## src/rtl/count_hex_uart_framer.sv

```systemverilog
// count_hex_uart_framer: snapshots a count word and prints it as uppercase ASCII hex,
// MSB nibble first with optional CR LF, one byte at a time over a start/busy UART handshake.
module count_hex_uart_framer #(
  parameter int DATA_W      = 32,
  parameter int SEND_CRLF   = 1,
  parameter int ACK_TIMEOUT = 16
) (
  input  logic              clk,
  input  logic              i_reset_n,
  input  logic              i_valid,
  input  logic [DATA_W-1:0] i_data,
  output logic              o_ready,
  output logic              o_uart_start,
  output logic [7:0]        o_uart_data,
  input  logic              i_uart_busy,
  output logic              o_overrun,
  output logic              o_error
);
  localparam int NHEX  = DATA_W / 4;
  localparam int NCHAR = NHEX + 2 * SEND_CRLF;
  localparam int IDX_W = $clog2(NCHAR + 1);
  localparam int TMR_W = $clog2(ACK_TIMEOUT + 1);
  localparam logic [IDX_W-1:0] IDX_CR   = IDX_W'(NHEX);
  localparam logic [IDX_W-1:0] IDX_LAST = IDX_W'(NCHAR - 1);
  localparam logic [TMR_W-1:0] TMR_LAST = TMR_W'(ACK_TIMEOUT - 1);

  typedef enum logic [1:0] {IDLE, LOAD, WAIT_ACK, WAIT_DONE} state_t;

  state_t            r_state;
  logic [DATA_W-1:0] r_shadow;
  logic [IDX_W-1:0]  r_idx;
  logic [TMR_W-1:0]  r_timer;
  logic              r_ready;
  logic              r_start;
  logic [7:0]        r_data;
  logic              r_overrun;
  logic              r_error;

  logic [DATA_W-1:0] w_shifted;
  logic [3:0]        w_nibble;
  logic [7:0]        w_char;

  // Shifting the snapshot left by 4*idx brings the current nibble to the top.
  always_comb begin
    w_shifted = r_shadow << {r_idx, 2'b00};
    w_nibble  = w_shifted[DATA_W-1 -: 4];
    if (r_idx == IDX_CR)
      w_char = 8'h0D;
    else if (r_idx > IDX_CR)
      w_char = 8'h0A;
    else if (w_nibble < 4'd10)
      w_char = 8'h30 + {4'h0, w_nibble};
    else
      w_char = 8'h37 + {4'h0, w_nibble};
  end

  always_ff @(posedge clk or negedge i_reset_n) begin
    if (!i_reset_n) begin
      r_state   <= IDLE;
      r_shadow  <= '0;
      r_idx     <= '0;
      r_timer   <= '0;
      r_ready   <= 1'b1;
      r_start   <= 1'b0;
      r_data    <= 8'h00;
      r_overrun <= 1'b0;
      r_error   <= 1'b0;
    end else begin
      r_start <= 1'b0;
      if (i_valid && !r_ready)
        r_overrun <= 1'b1;
      case (r_state)
        IDLE: begin
          if (i_valid) begin
            r_shadow <= i_data;
            r_idx    <= '0;
            r_ready  <= 1'b0;
            r_state  <= LOAD;
          end
        end
        LOAD: begin
          r_data  <= w_char;
          r_start <= 1'b1;
          r_timer <= '0;
          r_state <= WAIT_ACK;
        end
        WAIT_ACK: begin
          if (i_uart_busy) begin
            r_state <= WAIT_DONE;
          end else if (r_timer == TMR_LAST) begin
            r_error <= 1'b1;
            r_ready <= 1'b1;
            r_state <= IDLE;
          end else begin
            r_timer <= r_timer + 1'b1;
          end
        end
        WAIT_DONE: begin
          if (!i_uart_busy) begin
            r_idx <= r_idx + 1'b1;
            if (r_idx == IDX_LAST) begin
              r_ready <= 1'b1;
              r_state <= IDLE;
            end else begin
              r_state <= LOAD;
            end
          end
        end
        default: r_state <= IDLE;
      endcase
    end
  end

  assign o_ready      = r_ready;
  assign o_uart_start = r_start;
  assign o_uart_data  = r_data;
  assign o_overrun    = r_overrun;
  assign o_error      = r_error;

endmodule

```

## config.mk

```make
export PLATFORM = sky130hd
export DESIGN_NAME = count_hex_uart_framer
export DESIGN_NICKNAME = d
export VERILOG_FILES = /design/src/rtl/count_hex_uart_framer.sv
export SDC_FILE = /design/constraint.sdc
export NUM_CORES = 1
export LEC_CHECK = 0
export CAP_MARGIN = 10
export CORE_AREA = 2 2 89 91
export DETAILED_ROUTE_END_ITERATION = 8
export DIE_AREA = 0 0 91 93
export GPL_ROUTABILITY_DRIVEN = 0
export HOLD_SLACK_MARGIN = 0.15
export MAX_ROUTING_LAYER = met4
export PLACE_DENSITY = 0.67
export REMOVE_ABC_BUFFERS = 1
export SYNTH_ARGS = -nofsm -noshare
export SYNTH_HDL_FRONTEND = slang
export SYNTH_SLANG_ARGS = --single-unit
```

## constraint.sdc

```tcl
create_clock -name clk -period 2.9 [get_ports clk]
set_input_delay 0.29 -clock clk [delete_from_list [all_inputs] [get_ports clk]]
set_output_delay 0.29 -clock clk [all_outputs]
set_load 0.02 [all_outputs]
```

# --- Yosys cells after proc, flatten, opt, wreduce, memory -nomap -nowiden ---
# Cells that the tools add are included.
# Widths: inputs -> output; s select.
totals:
  mem_bits_rw: 0
  in_bits: 36
  regBits: 55
  word_cells: 64
  memories: 0
  latch_bits: 0
  out_inout_bits: 12
  mem_bits_ro: 0
classes:
  n_shift: 1
  add_sub_neg: 4
  mux: 22
  eq_ne: 13
  multipliers: 0
  div: 0
  bitwise: 1
  reduce_logical: 12
  n_lt_le_gt_ge: 2
ops:
  columns: ["op", "n"]
  rows:
  - ["$shl 32x6->32", 1]
  - ["$add 6x4->7 const A", 2]
  - ["$mux 7", 2]
  - ["$ne 2x2->1 const B", 6]
  - ["$reduce_and 3->1", 4]
  - ["$mux 5", 2]
  - ["$pmux 5 s2", 1]
  - ["$eq 4x4->1 const B", 2]
  - ["$mux 2", 4]
  - ["$mux 4", 2]
  - ["$mux 8", 1]
  - ["$pmux 2 s4", 1]
  - ["$pmux 4 s2", 1]
  - ["$mux 1", 7]
  - ["$reduce_and 6->1", 1]
  - ["$add 5x1->5 const B", 1]
  - ["$eq 5x4->1 const B", 1]
  - ["$add 4x1->4 const B", 1]
  - ["$eq 2x2->1 const B", 2]
  - ["$gt 4x4->1 const B", 1]
  - ["$lt 4x4->1 const B", 1]
  - ["$reduce_bool 2->1", 2]
  - ["$ne 3x3->1 const B", 1]
  - ["$pmux 1 s3", 1]
  - ["other kinds (7)", 7]

# --- Logic depth before layout (Yosys ltp) ---
logic_depth:
  depth_word: 5
  ltp_mapped: 9
  depth_no_buf: 8

# --- Least setup slack after synthesis ---
# No wires, ideal clock.
synth_path:
  kind: "reg2reg"
  startpoint: "register r_idx[1]"
  endpoint: "register r_data[2] (netlist: o_uart_data[2])"
  arrival_ns: 2.140
  t_required_ns: 2.774
  path_buffers: 1
  setup_ns: 0.126
  period_less_slack_ns: 2.266
  setup_slack_ns: 0.634
  stages_incl_launch_ff: 9
  path_cell_list: "dfrtp_1 > buf_6 > mux2_4 > mux4_2 > or2b_1 > ha_1 > nand3_1 > mux2i_1 > a221o_1"
synth_between:
  elab_chain_cells: 5
  word_cells_on_any_way: 9
  cone_classes: "add/sub: 2; order compare: 2; eq/ne: 1; shift: 1; mux: 3"
synth_rtl:
  columns: ["element", "line_no", "source"]
  rows:
  - ["start: declaration", "31", "logic [IDX_W-1:0] r_idx;"]
  - ["start signal: assignment", "100", "r_idx <= r_idx + 1'b1;"]
  - ["$shl 32x6->32", "45", "w_shifted = r_shadow << {r_idx, 2'b00};"]
  - ["$add 6x4->7 (tied with other cells)", "54", "w_char = 8'h37 + {4'h0, w_nibble};"]
  - ["$mux 7", "51", "else if (w_nibble < 4'd10)"]
  - ["$mux 7", "49", "else if (r_idx > IDX_CR)"]
  - ["$mux 8 *", "47", "if (r_idx == IDX_CR)"]
  - ["end signal: assignment", "82", "r_data <= w_char;"]
  - ["end: declaration", "35", "logic [7:0] r_data;"]
# Mark *: on every way between the ends. The rest lies on a longest branch, timed or not.
# A chain may end at the register's enable or synchronous reset.

# --- Worst setup path in the final report ---
# Ends and elaborated chain as after synthesis.

==> out/results.txt <==
For this design the top-level I/O count stands at 48. The largest individual stage delay along the critical path comes from the cell dfrtp_1. The kind of cell with the highest combined delay along the critical path is multiplexers. The logs give 1,765 for the vias after detailed routing and 0 for the final setup violation count. The tools report the full die area as 0.008463 mm2. Max-cap check violation count: 0.

After clock tree synthesis, the setup repair step added 0 buffers. Measured in cells, the most critical reg-to-reg path has a length of 7. The layout cell share with drive strength beyond 1 is 0.2273. In this run the cell area measured after placement is 0.003194 mm2.

The signal on the critical path passes through mux2_1 -> mux4_2 -> or2b_1 -> ha_1 -> nand3_1 -> mux2i_1 -> a221o_1. The run gives 1,762 as the via count of the first global-routing pass. The run gives 5 as the number of buffers added by the clock tree synthesis step. Final hold analysis gives a worst-case slack of 0.4685 ns. Buffers placed on the I/O ports in this run total 46. The power density relative to cell area came out at 1033 mW/mm2. The count of nets left with antenna violations once routing finished came out at 0. DRC violations left: 0. Overall routing resource usage: 0.1287. Including well taps, the total number of placed cells is 357. After synthesis, the cell types taking the most area are dfrtp_1 (50%), mux2_2 (14%), mux4_2 (4.3%). Worst endpoint required time: 3.11 ns. The worst vdd rail ir drop was 0.3885 mV; the total buffers and inverters traversed by the critical path was 0. The netlist area before placement was 0.002636 mm2; the period utilization was 0.8620. In the synthesized netlist, the number of instances is 215. The startpoint identified for the worst hold timing path is o_overrun.

For the hold buffer count at CTS, the log shows 1. The worst setup path is captured at a flip-flop. After routing, the total negative slack on setup checks comes to 0 ns. The worst-case setup slack after placement was 0.3925 ns; the number of gates given a new drive strength after cts was 0. The run gives 3.410 mW as the overall power of the completed layout. Leakage power: 1.395 nW.

The run gives 0.4383 as the utilization of the core after routing. The startpoint identified for the worst register-to-register timing path is r_idx[1]. The initial core utilization is 0.3502. The area growth from synthesis to layout works out to 25.15%. The clock period minus final worst setup slack was 2.500 ns; the overall die width was 91 um. The worst setup path is of the reg -> reg kind. Dividing the detail-routed wire length by the instance count gives 13.65 um. In this run, synthesis produced a sequential element count of 54.

The number of antenna cells inserted was 0. Counting instances in the post-synthesis netlist gives the leading cell types as dfrtp_1 (53), mux2_2 (33), nand2_1 (12), a21oi_1 (11), nor2_1 (10). The delay of the slowest cell on the worst path is 0.60 ns. The H-tree was split into 2 levels.

Timing would allow up to 400.0 MHz. The count of nets after finishing is 305, and the number of antenna violations at the first check in global routing is 0. Along the worst path, the maximum fanout reaches 9. The total half-perimeter wirelength after legalization and detailed placement is 3690 um.

The total area inside the core boundary comes to 0.007527 mm2. Clock insertion delay at the later pin of the skew report: 0.31 ns. The cell chosen for the clock root is clkbuf_8. Entering global routing, the biggest net connects 32 pins. The setup slack on the worst flop-to-flop path came out at 0.40 ns. Across the routed clock network, the largest skew measured is 0.009287 ns. The sink of the worst hold path is o_overrun. Final non-filler cell total: 366. The final hold violation count is 0, and the height of the die is 93 um. The instance count along the most critical hold path is 1. In this run the mean area of a mapped cell was 12.26 um2. The clock passes through at most 2 buffers. The first detailed-routing pass took 4 iterations. Clock-pin slew was measured on the worst setup and hold paths at 0.10 ns.

The slew at the pin closest to its max-slew limit is 0.6292 ns, and the fraction of synthesized cell area taken by the top area cell type is 0.5031. The DRC violation total after the first TritonRoute iteration was 90; the count of synthesis-stage warnings from yosys was 0. Yosys instantiated no cell more often than dfrtp_1. In the routed layout, each cell is associated on average with a via count of 4.822. The worst setup path is launched from a flip-flop. The finished cells cover 0.003299 mm2.

The min-delay analysis places its worst path in the category reg -> reg. The worst path meets setup with 0.4002 ns of slack. The largest total area in the synthesized netlist belongs to dfrtp_1.

The number of enable flip-flop cells after synthesis works out to 0. The layout has 727 filler cells. The relative max-transition margin was 0.5805.

The async set or reset register ratio after synthesis is 1.000. TritonCTS built the clock tree. Most common flop cell mapped by yosys: dfrtp_1. For the sink count of the clock tree, the log shows 54. The wire length of the first global-routing pass was 8500 um; the final routed wirelength across all metal layers was 4996 um. For the number of distinct library cells after synthesis, the log shows 41. The run finished with clean final reports.

The final number of max-transition violations came out at 0. The tools report the aggregate global routing overflow as 0. The critical path launch point is r_idx[1]. Setup repair after global routing left no endpoint under its margin.

The tools report the reg-to-reg critical path endpoint as o_uart_data[2]. Row generation in the floorplan step produced 32 rows. For the worst setup path, the data arrival time is 2.71 ns. The sequential share of the synthesized area is 0.5131.
==> flip-flops by register name, summed over array words and instances, names as in the netlist <==
name,count
o_error,1
o_overrun,1
o_ready,1
o_uart_data,7
o_uart_start,1
r_idx,4
r_shadow,32
r_state,2
r_timer,5
==> worst max-delay path by stage <==
stage                      to  slack [ns]  cells after the start
2_1_floorplan     r_shadow[0]        0.26                      4
3_3_place_gp   o_uart_data[2]        0.47                      7
3_5_place_dp   o_uart_data[2]        0.39                      7
4_1_cts        o_uart_data[2]        0.38                      7
5_1_grt        o_uart_data[2]        0.24                      7
6_report       o_uart_data[2]        0.40                      7
==> cell families after synthesis <==
family / count (synthesis) / synth area share
xor+xnor: 3 / 0.009969
simple gates: 42 / 0.07641
other cells: 1 / 0.001422
flops: 54 / 0.5131
compound gates: 40 / 0.09967
buf+inv: 20 / 0.03891
mux: 49 / 0.2321
fa+ha+maj: 6 / 0.02848
==> placed cells by master, fill, tap and decap left out, drive strengths merged, types with 2 or more instances in the layout <==
cell	n
a21oi	11
xor2	2
a221o	2
dfrtp	53
a221oi	2
nor2b	5
ha	6
and3	3
clkdlybuf4s50	45
o22ai	2
o211ai	3
nor2	10
buf	7
a21o	3
nand3	3
nand2	12
mux2	38
a22o	3
mux4	5
clkinv	2
mux2i	6
o21ai	11
nor3	3
nor4	2
clkbuf	6
inv	7
==> cell type report <==
class / count / area, um2 / area share
inverters: 8 / 30.03 / 0.009101
well taps: 102 / 127.6 / 0.03868
flip-flops and latches: 54 / 1353 / 0.4099
clock buffers: 6 / 82.58 / 0.02503
multi-input cells: 141 / 1184 / 0.3587
clock inverters: 2 / 12.51 / 0.003792
repair buffers: 53 / 510.5 / 0.1547
==> layer usage <==
metal,share of wire,global-route usage,routed length (um)
met2,0.44,0.1957,2217
met5,0,-,0
met4,0.015,0.04545,76
met3,0.040,0.02820,199
met1,0.50,0.1717,2503
==> where the power goes <==
group	internal (mW)	leakage (nW)	switching, mW
Combinational	0.894	0.691	0.695
Clock	0.192	0.0472	0.246
Sequential	1.10	0.656	0.286
Total	2.18	1.39	1.23
(Power assumes the default switching activity.)
